File: config.mk
export PLATFORM = sky130hd
export DESIGN_NAME = program_counter_stack
export DESIGN_NICKNAME = d
export VERILOG_FILES = /design/src/rtl/program_counter_stack.sv
export SDC_FILE = /design/constraint.sdc
export NUM_CORES = 1
export LEC_CHECK = 0
export ABC_AREA = 1
export BUFFER_PORTS_ARGS = -buffer_cell sky130_fd_sc_hd__buf_2
export CAP_MARGIN = 25
export CORE_MARGIN = 8
export CORE_UTILIZATION = 47
export DETAILED_ROUTE_END_ITERATION = 8
export GPL_TIMING_DRIVEN = 0
export PLACE_DENSITY = 0.71
export SKIP_CTS_REPAIR_TIMING = 1
export SLEW_MARGIN = 40
export SYNTH_ARGS = -nofsm -noshare
export SYNTH_HDL_FRONTEND = slang
export SYNTH_SLANG_ARGS = --single-unit
File: constraint.sdc
create_clock -name Clk -period 3.4 [get_ports Clk]
set_clock_uncertainty 0.05 [all_clocks]
set_input_delay 0.68 -clock Clk [delete_from_list [all_inputs] [get_ports Clk]]
set_output_delay 0.68 -clock Clk [all_outputs]
set_load 0.01 [all_outputs]
File: src/rtl/program_counter_stack.sv
// Program counter with a hardware return-address stack for subroutine call and return.
// Define PC_REL_BRANCH_EN to enable PC-relative branching on Rel. Without it, Rel is ignored.
module program_counter_stack #(
   parameter int                   DataWidth    = 16,
   parameter int                   WordByteSize = 1,
   parameter int                   StackDepth   = 8,
   parameter logic [DataWidth-1:0] ResetVector  = '0
) (
   input  logic                               Clk,
   input  logic                               Reset,
   input  logic                               LD,
   input  logic                               Inc,
   input  logic                               Call,
   input  logic                               Ret,
   input  logic                               Rel,
   input  logic [DataWidth-1:0]               DIn,
   output logic [DataWidth-1:0]               DOut,
   output logic [DataWidth-1:0]               Tos,
   output logic [$clog2(StackDepth+1)-1:0]    Depth,
   output logic                               Full,
   output logic                               Empty,
   output logic                               Overflow,
   output logic                               Underflow
);

   localparam int DepW = $clog2(StackDepth + 1);
   localparam int IdxW = (StackDepth > 1) ? $clog2(StackDepth) : 1;

   logic [DataWidth-1:0] pc_q, pc_d;
   logic [DepW-1:0]      depth_q, depth_d;
   logic                 ovf_q, ovf_d;
   logic                 unf_q, unf_d;
   logic [DataWidth-1:0] mem_q [StackDepth];

   logic [DataWidth-1:0] step;
   logic [DataWidth-1:0] pc_next_seq;
   logic [DepW-1:0]      depth_m1;
   logic [IdxW-1:0]      wr_idx;
   logic [IdxW-1:0]      rd_idx;
   logic                 full;
   logic                 empty;
   logic                 push_en;

`ifndef PC_REL_BRANCH_EN
   logic unused_rel;
   assign unused_rel = Rel;
`endif

   assign step        = DataWidth'(WordByteSize);
   assign pc_next_seq = pc_q + step;
   assign depth_m1    = depth_q - DepW'(1);
   assign wr_idx      = IdxW'(depth_q);
   assign rd_idx      = IdxW'(depth_m1);
   assign full        = (depth_q == DepW'(StackDepth));
   assign empty       = (depth_q == '0);

   always_comb begin
      pc_d    = pc_q;
      depth_d = depth_q;
      ovf_d   = ovf_q;
      unf_d   = unf_q;
      push_en = 1'b0;
      if (Ret) begin
         if (empty) begin
            unf_d = 1'b1;
         end else begin
            pc_d    = mem_q[rd_idx];
            depth_d = depth_m1;
         end
      end else if (Call) begin
         if (full) begin
            ovf_d = 1'b1;
         end else begin
            push_en = 1'b1;
            pc_d    = DIn;
            depth_d = depth_q + DepW'(1);
         end
      end else if (LD) begin
         pc_d = DIn;
`ifdef PC_REL_BRANCH_EN
      end else if (Rel) begin
         // Unsigned add of the raw bits is the two's-complement signed add modulo 2^DataWidth.
         pc_d = pc_q + DIn;
`endif
      end else if (Inc) begin
         pc_d = pc_next_seq;
      end
   end

   always_ff @(posedge Clk) begin
      if (Reset) begin
         pc_q    <= ResetVector;
         depth_q <= '0;
         ovf_q   <= 1'b0;
         unf_q   <= 1'b0;
      end else begin
         pc_q    <= pc_d;
         depth_q <= depth_d;
         ovf_q   <= ovf_d;
         unf_q   <= unf_d;
      end
   end

   // Stack contents are not reset; Depth alone determines which entries are valid.
   always_ff @(posedge Clk) begin
      if (!Reset && push_en) begin
         mem_q[wr_idx] <= pc_next_seq;
      end
   end

   assign DOut      = pc_q;
   assign Tos       = empty ? '0 : mem_q[rd_idx];
   assign Depth     = depth_q;
   assign Full      = full;
   assign Empty     = empty;
   assign Overflow  = ovf_q;
   assign Underflow = unf_q;

endmodule

Word-level counts from Yosys, hierarchy flattened
Memory sizes are Yosys's and may differ from the RTL's.
Index checks and enable logic that the tools add are counted.
W data, S select, Z words.
{"block": "totals", "ff_bits": 22, "word_cells": 38, "n_memories": 1, "output_inout_bits": 40, "inputBits": 23, "ram_bits": 128}
{"block": "op_classes", "n_eq_ne": 4, "bitwise_logic": 1, "mux": 16, "n_reduce_logical": 9, "add_sub_neg": 3}
{"memory": "mem_q", "depth": 8, "word_bits": 16, "rd": 1, "rd_clocked_by_memory_dff": 0, "write_ports": 1, "line_no": "33", "source": "logic [DataWidth-1:0] mem_q [StackDepth];"}
{"cell": "$mux W16", "count": 7}
{"cell": "$add A16 B1 Y16 const B", "count": 1}
{"cell": "$mux W4", "count": 4}
{"cell": "$reduce_and A3 Y1", "count": 3}
{"cell": "$mux W1", "count": 5}
{"cell": "$add A4 B1 Y4 const B", "count": 1}
{"cell": "$eq A4 B4 Y1 const B", "count": 1}
{"cell": "$logic_not A4 Y1", "count": 1}
{"cell": "$ne A2 B2 Y1 const B", "count": 2}
{"cell": "$reduce_bool A4 Y1", "count": 1}
{"cell": "$sub A4 B1 Y4 const B", "count": 1}
{"cell": "$ne A3 B3 Y1 const B", "count": 1}
{"cell": "$reduce_and A2 Y1", "count": 1}
{"cell": "$reduce_bool A2 Y1", "count": 1}
{"cell": "$logic_and A1 B1 Y1", "count": 1}
{"cell": "$logic_not A1 Y1", "count": 1}
{"cell": "$not A1 Y1", "count": 1}

Longest topological paths before layout
{"block": "depth", "depth_word": 7, "depth_mapped": 16, "mapped_depth_nobuf": 12}

Worst setup path before layout
Ideal clock, no wire load.
{"block": "synth_timing", "path_type": "register to register", "start": "register depth_q[0] (netlist: Depth[0])", "end": "memory mem_q[1][0] (enable)", "setup_slack_ps": 161, "arrival_ps": 2780, "path_stages_with_launch": 11, "setup_ps": 409, "cell_sequence": "dfxtp_1 -> buf_2 -> inv_2 -> buf_4 -> buf_2 -> ha_1 -> nand2_2 -> o211ai_1 -> nor2_1 -> nand2_1 -> nor3_1"}
{"block": "synth_between", "elab_chain_len": 7}
{"element": "start: declaration", "line_no": "30", "source": "logic [DepW-1:0] depth_q, depth_d;"}
{"element": "start signal: assignment", "line_no": "98", "source": "depth_q <= depth_d;"}
{"element": "$eq A4 B4 Y1", "line_no": "54", "source": "assign full = (depth_q == DepW'(StackDepth));"}
{"element": "$mux W1", "line_no": "71", "source": "if (full) begin"}
{"element": "$mux W1", "line_no": "70", "source": "end else if (Call) begin"}
{"element": "$mux W1", "line_no": "63", "source": "if (Ret) begin"}
{"element": "$logic_and A1 B1 Y1", "line_no": "106", "source": "if (!Reset && push_en) begin"}
{"element": "$mux W1", "line_no": "106"}
{"element": "$mux W1 (implied by the code)", "line_no": "107", "source": "mem_q[wr_idx] <= pc_next_seq;"}
{"element": "end: declaration", "line_no": "33"}
Parallel ways exist; a longest one is shown, timed or not.

Final worst setup path
{"block": "layout_timing", "start": "register depth_q[0] (netlist: Depth[0])", "end": "output Tos[9]"}
{"block": "layout_between", "elab_chain_len": 3, "elab_cells_between_ends": 4, "cone_classes": "1 x add/sub; 1 x mux; 1 x reduce/logical; 1 x memory"}
{"element": "$sub A4 B1 Y4", "line_no": "51", "source": "assign depth_m1 = depth_q - DepW'(1);"}
{"element": "$mem_v2 Z8 W16"}
{"element": "$mux W16 *", "line_no": "112", "source": "assign Tos = empty ? '0 : mem_q[rd_idx];"}
{"element": "end: declaration", "line_no": "18", "source": "output logic [DataWidth-1:0] Tos,"}
Mark *: on every way between the ends. The rest lies on a longest branch, timed or not.

==> impl_metrics.csv <==
group,metric,value,unit
status,outcome,"finished clean",
final_layout,multiInputGateArea,0.00235,mm2
yosys,synth_compound_area_share,9.56,%
clock_tree,cts.reportedPaths.clkPinSlew,0.06,ns
routing,dr.pass1.iters,5,
yosys,synthesis.nets,754,
routing,wl_per_cell,18.3,um
placed_design,gp_congestion,0.846,
floorplanning,initial_core_util,48.0,%
clock_tree,cts_root_buf,"clkbuf_16",
global_routing,grt_pass1_vias,5220,
worst_hold_path,whs_path_depth,2,
sta,max_slew.worst_pin.slew,0.764,ns
sta,finalHoldViolations,0,
yosys,synth_cells,728,
run,drv_cap,0,
yosys,synth-xor-area-share,1.35,%
routing,ant_nets,0,
routing,vias_per_cell,5.38,
worst_hold_path,hold_class,"reg2reg",
clock_tree,ctsHtreeMaxLevel,4,
placed_design,hpwl,12.7,mm
routing,drt_iter0_drc,511,
clock_tree,clkSinkCount,150,
critical_path,crit_path_start_kind,"flip-flop",
yosys,ys_types,34,
critical_path,rr_endpoint,"mem_q[1][10]",
floorplanning,rows,44,
yosys,yosysWarnings,0,
routing,wl,18.6,mm
global_routing,grt-ovfl-total,0,
global_routing,grt_start_max_net_pins,17,
pwr,irDropWorstVdd,0.332,mV
critical_path,required,2.67,ns
sta,drv_slew,0,
floorplanning,die_h,138,um
yosys,ys_seq_elements,150,
floorplanning,io_pins,63,
critical_path,r2r_slack,0.58,ns
sta,setup_viol,0,
critical_path,reg2reg_depth,10,
yosys,yosysSeqAreaShare,61.7,%
critical_path,crit_fanout,12,
yosys,synth_top_family_by_area,"simple AND/OR/NAND/NOR gates",
sta,slew_headroom,48.9,%
routing,vias,5455,
global_routing,antenna_found_initial,0,
yosys,synthMuxAreaShare,0,%
global_routing,grt_usage,20.1,%
placed_design,pre_cts_slack,-0.112,ns
yosys,syn_avg_cell_area,9.54,um2
final_layout,fillerInstances,1236,
worst_hold_path,hold_path_end,"Underflow",
global_routing,grt_pass1_wl,28.2,mm
routing,drc,0,
critical_path,crit_arrival,2.55,ns
sta,grt_setup_unrepaired,"false",
final_layout,syn_to_final_growth,20.1,%
sta,fin_crit_sh,96.4,%
yosys,syn_area,0.00695,mm2
final_layout,drive_above_1_share,20.6,%
final_layout,seq_area,0.00429,mm2
floorplanning,die_x,138,um
critical_path,worstSetupPathType,"reg2out",
pwr,power_density,757,mW/mm2
critical_path,cp-end-kind,"output pin",
clock_tree,tritoncts,"done",
placed_design,port_buffers,60,
pwr,leakagePower,0.00336,uW
final_layout,final_nets,843,
floorplanning,design.core.area,0.0145,mm2
placed_design,dp.cells,978,
sta,min_period,3.28,ns
clock_tree,clock_path_buffers,2,
yosys,synthSimpleGateAreaFrac,20.9,%
final_layout,n_antenna_cell,0,
clock_tree,cts_made_buffers,17,
critical_path,timing.rr.start,"Depth[0]",
final_layout,final_cells,1014,
sta,whs,0.401,ns
sta,fin_ws,0.122,ns
clock_tree,clkLatencyLatePin,0.43,ns
yosys,synth_fa_ha_area_share,0.540,%
worst_hold_path,hp-start,"Underflow",
sta,fmaxAchievable,0.305,GHz
floorplanning,die-area,0.0189,mm2
==> stage by stage <==
| stage | cell area, um2 | power, uW | util, % | setup TNS (ns) |
|---|---|---|---|---|
| floorplan | 6950 | 3520 | - | 0 |
| global placement | 7480 | 4240 | 51.6 | -40.26 |
| detailed placement | 7590 | 4280 | 52.4 | -0.412 |
| CTS | 8190 | 6140 | 56.5 | -7.46 |
| global route | 8340 | 6590 | 57.6 | 0 |
| finish | 8340 | 6310 | 57.6 | 0 |
==> sequential cells by signal, summed over array words and instances, names as in the netlist <==
name,cells
DOut,16
Depth,4
Overflow,1
Underflow,1
mem_q,128
==> Yosys cell counts <==
library cell / number / share of area, %
o211ai_1: 3 / 0.32
dfxtp_1: 22 / 6.3
buf_2: 17 / 1.2
nor2_1: 96 / 5.2
nand3_1: 47 / 3.4
xnor2_1: 1 / 0.13
nand4_1: 6 / 0.54
inv_2: 2 / 0.11
a31oi_1: 1 / 0.090
xor2_1: 6 / 0.76
o22ai_1: 8 / 0.72
a21oi_2: 10 / 1.3
buf_6: 2 / 0.32
xor2_2: 1 / 0.23
and2_1: 3 / 0.27
edfxtp_1: 128 / 55
nand3_2: 2 / 0.29
a21oi_1: 33 / 2.4
clkbuf_1: 10 / 0.54
ha_1: 3 / 0.54
nand2_2: 6 / 0.54
buf_4: 3 / 0.32
nand2_1: 182 / 9.8
nor2_4: 1 / 0.16
o21ai_0: 64 / 4.6
o21ai_1: 1 / 0.072
inv_1: 54 / 2.9
xnor2_2: 1 / 0.23
buf_12: 1 / 0.29
nor3_1: 3 / 0.22
or2_2: 5 / 0.45
clkinv_1: 1 / 0.054
buf_1: 4 / 0.22
o21a_1: 1 / 0.11
==> cell type report <==
type                       count  area share [%]
buffer                        36            2.88
multi-input combinational    484            28.2
tap                          184            2.76
timing repair buffer          71            4.99
clock inverter                12            1.53
sequential                   150            51.4
clock buffer                  20            5.61
inverter                      57            2.64
==> routing by layer <==
metal	track usage (%)	wire [um]
met1	25.6	7720
met3	3.76	1330
met5	0	0
met4	8.03	425
met2	33.3	9130
==> worst max-delay path by stage <==
stage                               to  slack, ns  startpoint  cells past startpoint
after floorplan            mem_q[1][0]       0.16    Depth[0]                     10
after global placement    mem_q[1][12]      -1.06    Depth[0]                     10
after detailed placement        Tos[1]      -0.11    Depth[0]                     12
after CTS                       Tos[3]      -0.60    Depth[0]                     12
after global routing            Tos[9]      0.004    Depth[0]                     12
final                           Tos[9]       0.12    Depth[0]                     12
==> placed cells by master, fill, tap and decap left out, drive strengths merged, types with 4 or more instances in the layout <==
master / n
a21oi: 43
buf: 97
clkbuf: 30
clkinv: 7
clkinvlp: 4
dfxtp: 22
edfxtp: 128
inv: 56
nand2: 188
nand3: 49
nand4: 6
nor2: 97
o21ai: 65
o22ai: 8
or2: 5
xor2: 7
==> power breakdown <==
part | switching, uW | internal [uW]
combinational | 1430 | 716
sequential | 90.7 | 2210
clock | 736 | 1140
==> cells by family (layout without fill, tap and decap cells) <==
group | count (synthesis) | in the layout
and+or+nand+nor | 351 | 351
DFF | 150 | 150
AOI/OAI and AO/OA | 121 | 121
buffers and inverters | 94 | 196
xor gates and xnor gates | 9 | 9
adders and majority gates | 3 | 3
==> worst max-delay path, stage by stage, from the launching register on <==
cell        delay, ns
dfxtp_2          0.34
buf_6            0.13
inv_4            0.08
buf_6            0.15
ha_4             0.29
clkinvlp_4       0.22
buf_8            0.22
nor2_1           0.09
o21ai_0          0.09
nand3_1          0.12
nand2_1          0.07
nor2_1           0.15
buf_2            0.17
Power figures use the tool's default switching activity.
